File: config.mk
export PLATFORM = sky130hd
export DESIGN_NAME = uart_tx_buffered_flat
export DESIGN_NICKNAME = d
export VERILOG_FILES = /design/src/rtl/uart_tx_buffered_if.sv /design/src/rtl/uart_tx_buffered.sv /design/src/flat_wrapper.sv
export SDC_FILE = /design/constraint.sdc
export NUM_CORES = 1
export LEC_CHECK = 0
export CAP_MARGIN = 20
export CORE_UTILIZATION = 58
export DETAILED_ROUTE_END_ITERATION = 10
export DONT_BUFFER_PORTS = 1
export PLACE_DENSITY = 0.74
export SLEW_MARGIN = 20
export SYNTH_ARGS = -nofsm -noshare
export SYNTH_HDL_FRONTEND = slang
export SYNTH_SLANG_ARGS = --single-unit
File: constraint.sdc
create_clock -name clk -period 6.4 [get_ports clk]
set_clock_uncertainty 0.1 [all_clocks]
set_input_delay 1.28 -clock clk [delete_from_list [all_inputs] [get_ports clk]]
set_output_delay 1.28 -clock clk [all_outputs]
set_load 0.05 [all_outputs]
File: src/rtl/uart_tx_buffered_if.sv
// Byte handshake between a producer and the buffered UART transmitter.
interface uart_tx_buffered_if;
    logic [7:0] tx_data;
    logic       tx_valid;
    logic       tx_ready;

    modport master (output tx_data, output tx_valid, input tx_ready);
    modport slave  (input tx_data, input tx_valid, output tx_ready);
endinterface

File: src/rtl/uart_tx_buffered.sv
// 8N1 UART transmitter fed by a small byte FIFO; frames run back-to-back
// while the FIFO holds data, and the serial line comes straight from a flop.
module uart_tx_buffered #(
    parameter int CLKS_PER_BIT = 434,
    parameter int FIFO_DEPTH   = 4
) (
    input  logic              clk,
    input  logic              rst,
    uart_tx_buffered_if.slave in_if,
    output logic              transmitData,
    output logic              busy
);
    localparam int CW = $clog2(CLKS_PER_BIT);
    localparam int PW = $clog2(FIFO_DEPTH);
    localparam logic [CW-1:0] CNT_MAX  = CW'(CLKS_PER_BIT - 1);
    localparam logic [PW:0]   FULL_CNT = (PW + 1)'(FIFO_DEPTH);

    typedef enum logic [1:0] {IDLE, START, DATA, STOP} state_e;

    state_e          state_q, state_d;
    logic [CW-1:0]   cnt_q, cnt_d;
    logic [2:0]      idx_q, idx_d;
    logic [7:0]      shift_q, shift_d;
    logic [PW-1:0]   wr_ptr_q, wr_ptr_d, rd_ptr_q, rd_ptr_d;
    logic [PW:0]     count_q, count_d;
    logic            ready_q, ready_d;
    logic            tx_q, tx_d;
    logic            push, pop, bit_done, fifo_empty;
    logic [7:0]      mem [FIFO_DEPTH];

    assign push       = in_if.tx_valid && ready_q;
    assign fifo_empty = (count_q == '0);
    assign bit_done   = (cnt_q == CNT_MAX);

    // NOTE: every variable gets a default before the case so no path can infer a latch.
    always_comb begin
        state_d = state_q;
        cnt_d   = cnt_q + 1'b1;
        idx_d   = idx_q;
        shift_d = shift_q;
        pop     = 1'b0;
        unique case (state_q)
            IDLE: begin
                cnt_d = '0;
                if (!fifo_empty) begin
                    pop     = 1'b1;
                    shift_d = mem[rd_ptr_q];
                    state_d = START;
                end
            end
            START: begin
                if (bit_done) begin
                    cnt_d   = '0;
                    idx_d   = '0;
                    state_d = DATA;
                end
            end
            DATA: begin
                if (bit_done) begin
                    cnt_d = '0;
                    if (idx_q == 3'd7) state_d = STOP;
                    else               idx_d   = idx_q + 1'b1;
                end
            end
            STOP: begin
                // Chain straight into the next start bit when a byte is waiting.
                if (bit_done) begin
                    cnt_d = '0;
                    if (!fifo_empty) begin
                        pop     = 1'b1;
                        shift_d = mem[rd_ptr_q];
                        state_d = START;
                    end else begin
                        state_d = IDLE;
                    end
                end
            end
            default: state_d = IDLE;
        endcase
    end

    always_comb begin
        wr_ptr_d = push ? wr_ptr_q + 1'b1 : wr_ptr_q;
        rd_ptr_d = pop  ? rd_ptr_q + 1'b1 : rd_ptr_q;
        unique case ({push, pop})
            2'b10:   count_d = count_q + 1'b1;
            2'b01:   count_d = count_q - 1'b1;
            default: count_d = count_q;
        endcase
        ready_d = (count_d != FULL_CNT);
    end

    // The line lags the state by one cycle, which gives the two-edge start latency.
    always_comb begin
        unique case (state_q)
            START:   tx_d = 1'b0;
            DATA:    tx_d = shift_q[idx_q];
            default: tx_d = 1'b1;
        endcase
    end

    // NOTE: sequential state uses non-blocking assignments so all flops update together.
    always_ff @(posedge clk or posedge rst) begin
        if (rst) begin
            state_q  <= IDLE;
            cnt_q    <= '0;
            idx_q    <= '0;
            shift_q  <= '0;
            wr_ptr_q <= '0;
            rd_ptr_q <= '0;
            count_q  <= '0;
            ready_q  <= 1'b0;
            tx_q     <= 1'b1;
        end else begin
            state_q  <= state_d;
            cnt_q    <= cnt_d;
            idx_q    <= idx_d;
            shift_q  <= shift_d;
            wr_ptr_q <= wr_ptr_d;
            rd_ptr_q <= rd_ptr_d;
            count_q  <= count_d;
            ready_q  <= ready_d;
            tx_q     <= tx_d;
        end
    end

    // NOTE: storage is not reset; the zeroed count makes stale entries unreachable.
    always_ff @(posedge clk) begin
        if (push) mem[wr_ptr_q] <= in_if.tx_data;
    end

    assign in_if.tx_ready = ready_q;
    assign transmitData   = tx_q;
    assign busy           = (state_q != IDLE) || !fifo_empty;
endmodule

File: src/flat_wrapper.sv
// flat-port wrapper written by rule: the top's interface ports become plain ports
module uart_tx_buffered_flat 
#(
    parameter int CLKS_PER_BIT = 434,
    parameter int FIFO_DEPTH   = 4
)
  (clk, rst, transmitData, busy, in_if_tx_data, in_if_tx_valid, in_if_tx_ready);
  uart_tx_buffered_if in_if_i ();
  input  logic clk;
  input  logic rst;
  output logic transmitData;
  output logic busy;
  input wire logic [$bits(in_if_i.tx_data)-1:0] in_if_tx_data;
  input wire logic [$bits(in_if_i.tx_valid)-1:0] in_if_tx_valid;
  output wire logic [$bits(in_if_i.tx_ready)-1:0] in_if_tx_ready;
  assign in_if_i.tx_data = in_if_tx_data;
  assign in_if_i.tx_valid = in_if_tx_valid;
  assign in_if_tx_ready = in_if_i.tx_ready;
  uart_tx_buffered #(.CLKS_PER_BIT(CLKS_PER_BIT), .FIFO_DEPTH(FIFO_DEPTH)) u_core (.clk(clk), .rst(rst), .in_if(in_if_i), .transmitData(transmitData), .busy(busy));
endmodule
==> impl_metrics.py <==
metrics = {
    "status": {
        "status": "finished, final reports clean",
    },
    "drt": {
        "drcViolationCount": 0,
        "ant_nets": 0,
        "vias_per_cell": 5.679,
        "routed-via-count": 1505,
        "wl_um": 4757,
        "drt-wirelength-per-cell_um": 17.95,
        "drtIter0Drc": 44,
        "first_pass_iters": 4,
    },
    "timing": {
        "final.setup.worst_slack_ps": 3258,
        "rsz0062_at_grt": "no",
        "fin_crit_ps": 3142,
        "setup_violations": 0,
        "max_slew_margin_pct": 57.48,
        "worst_slew_pin_slew_ps": 637.1,
        "max_freq_mhz": 318.2,
        "hold_ws_ps": 420.0,
        "slew_viol_final": 0,
        "finalCritPeriodShare_pct": 49.10,
        "finalSetupTns_ps": 0,
        "finalHoldViolations": 0,
    },
    "synthesis": {
        "yosysTopAreaCell": "edfxtp_1",
        "yosys_warnings": 0,
        "synthCells": 186,
        "synthesis.area_sq_mm": 0.002834,
        "synth_area_leaders": "edfxtp_1 34%, dfrtp_1 26%, mux4_2 7.9%, ha_1 6.2%, mux2_4 4.2%",
        "synth.lib_cells_used.distinct": 38,
        "yosysSeqAreaShare_pct": 61.32,
        "ys_seq_elements": 63,
        "synth_area_per_cell_sq_um": 15.24,
        "synth_fp_nets": 212,
        "synth_top_area_share_pct": 33.91,
    },
    "worst_setup_path": {
        "r2r-end": "u_core.in_if.tx_ready",
        "slowest_delay_ps": 540,
        "slowest_stage": "nor3_1",
        "r2r_setup_slack_ps": 3610,
        "crit-reg2reg-launch": "u_core.cnt_q[1]",
        "end_kind": "output pin",
        "cp.arrival_ps": 1760,
        "path_max_fanout": 6,
        "crit_required_ps": 5020,
        "start_kind": "flip-flop",
        "critical_path_class": "reg2out",
        "reg2reg_depth": 12,
        "path_cells": "nor3_1 > nand2_1",
    },
    "floorplanning": {
        "coreArea_sq_mm": 0.004723,
        "rows": 25,
        "ioPinCount": 14,
        "initial_utilization_pct": 60.00,
        "die_y_um": 71.90,
        "die_area_sq_mm": 0.005170,
        "dieWidth_um": 71.90,
    },
    "clocking": {
        "cts_tree": "built",
        "clk_pin_slew_ps": 70,
        "cts.sinks": 63,
        "holdBufCountCts": 0,
        "post_cts_buffers": 0,
        "cts_buffer_depth": 2,
        "numCtsBuffers": 9,
        "worstSkewPairLatency_ps": 330,
        "cts_resized": 0,
        "cts-htree-levels": 3,
        "cts-root-buf": "clkbuf_8",
    },
    "cells_and_area": {
        "stdcell_count": 265,
        "layout_commonest_cell": "edfxtp_1",
        "drive_above_1_share_pct": 20.20,
        "diodes": 0,
        "area.growth.synth_to_final_pct": 10.42,
        "most-common-layout-cells": "32 x edfxtp_1, 30 x dfrtp_1, 14 x ha_1",
        "postLayoutCoreUtil_pct": 66.25,
        "nets": 219,
    },
    "hold_path": {
        "hold_path_depth": 1,
        "hp-class": "reg2reg",
        "min_from": "u_core.shift_q[0]",
        "min_to": "u_core.shift_q[0]",
    },
    "global_routing": {
        "grtUsageMet2_pct": 35.85,
        "grt_pass1_vias": 1676,
        "track_usage_pct": 21.95,
        "antenna_found_initial": 0,
        "grt_max_degree": 19,
        "grt_util_met3_pct": 8.056,
        "grtUsageMet1_pct": 26.80,
        "grt-ovfl-total": 0,
        "grt_pass1_wl_um": 8031,
        "grt_most_used_layer": "met2",
    },
    "pwr": {
        "p_per_area_mw_per_mm2": 318.9,
        "ir_worst_vdd_mv": 0.2606,
        "leakagePower_nw": 1.280,
    },
    "placement": {
        "place_congestion": 0.8077,
        "io_buffers": 0,
        "pre_cts_ws_ps": 3577,
        "dp_cells": 249,
        "place_hpwl_um": 3472,
    },
    "flow_run": {
        "drv_cap": 0,
    },
}
metrics by stage:
stage | power, W | cell area (sq um)
3_5_place_dp | 0.0006423 | 2918
3_3_place_gp | 0.0006227 | 2890
5_1_grt | 0.001038 | 3129
2_1_floorplan | 0.0006010 | 2834
6_report | 0.0009978 | 3129
4_1_cts | 0.001006 | 3129
per-layer routing:
layer / share of wire, % / up-vias
met3: 3.4 / 11
met5: 0 / -
met2: 51 / 23
met4: 2.2 / 0
li1: - / 694
met1: 43 / 777
flip-flops by register name, summed over array words and instances (netlist names):
| signal | count |
|---|---|
| u_core.mem | 32 |
| u_core.cnt_q | 9 |
| u_core.shift_q | 8 |
| u_core.count_q | 3 |
| u_core.idx_q | 3 |
| u_core.rd_ptr_q | 2 |
| u_core.state_q | 2 |
| u_core.wr_ptr_q | 2 |
| u_core.in_if.tx_ready | 1 |
| u_core.transmitData | 1 |
worst max-delay path: cells and delay by family (launching register included):
kind,cells,cell delay [ps]
simple gates,2,1010
flops,1,420
worst max path at each step:
stage / start / endpoint / slack (ps)
final: u_core.count_q[0] / busy / 3260
after global routing: u_core.count_q[0] / busy / 3180
after CTS: u_core.count_q[0] / busy / 3260
after detailed placement: in_if_tx_valid / u_core.in_if.tx_ready / 3580
after global placement: in_if_tx_valid / u_core.in_if.tx_ready / 3680
after floorplan: in_if_tx_valid / u_core.in_if.tx_ready / 3720
report_power, final:
| part | internal (W) | switching (W) |
|---|---|---|
| sequential | 0.000488 | 0.0000302 |
| combinational | 0.0000461 | 0.0000721 |
| clock | 0.000216 | 0.000146 |
cell type report:
class | count | area (sq um)
clock buffers | 9 | 123.9
fillers | 336 | 1594
inverters | 12 | 45.04
multi-input cells | 106 | 1023
well taps | 67 | 83.83
repair buffers | 1 | 27.53
flip-flops and latches | 63 | 1738
clock inverters | 7 | 87.58
cell families after synthesis:
group                    share of synthesized area (%)
AO/OA/AOI/OAI                                    3.311
XOR/XNOR                                         4.018
adder cells (fa/ha/maj)                          6.888
buffers and inverters                            2.560
flip-flops                                       61.32
multiplexers                                     14.04
AND/OR/NAND/NOR                                  7.859
Yosys cell counts (all sizes together):
| library cell | count |
|---|---|
| a211o | 1 |
| a211oi | 1 |
| a21oi | 1 |
| a22o | 4 |
| a2bb2oi | 1 |
| a31oi | 1 |
| and3 | 5 |
| and4 | 1 |
| and4b | 1 |
| and4bb | 1 |
| buf | 2 |
| clkbuf | 3 |
| dfrtp | 30 |
| dfstp | 1 |
| edfxtp | 32 |
| fa | 1 |
| ha | 14 |
| inv | 12 |
| mux2 | 10 |
| mux2i | 3 |
| mux4 | 10 |
| nand2 | 8 |
| nand3 | 4 |
| nand4 | 2 |
| nor2 | 13 |
| nor2b | 1 |
| nor3 | 3 |
| nor4b | 1 |
| o211ai | 1 |
| o21ai | 3 |
| or2b | 1 |
| or3 | 1 |
| xnor2 | 4 |
| xor2 | 9 |
No activity file was read; power rests on OpenSTA's default activity.
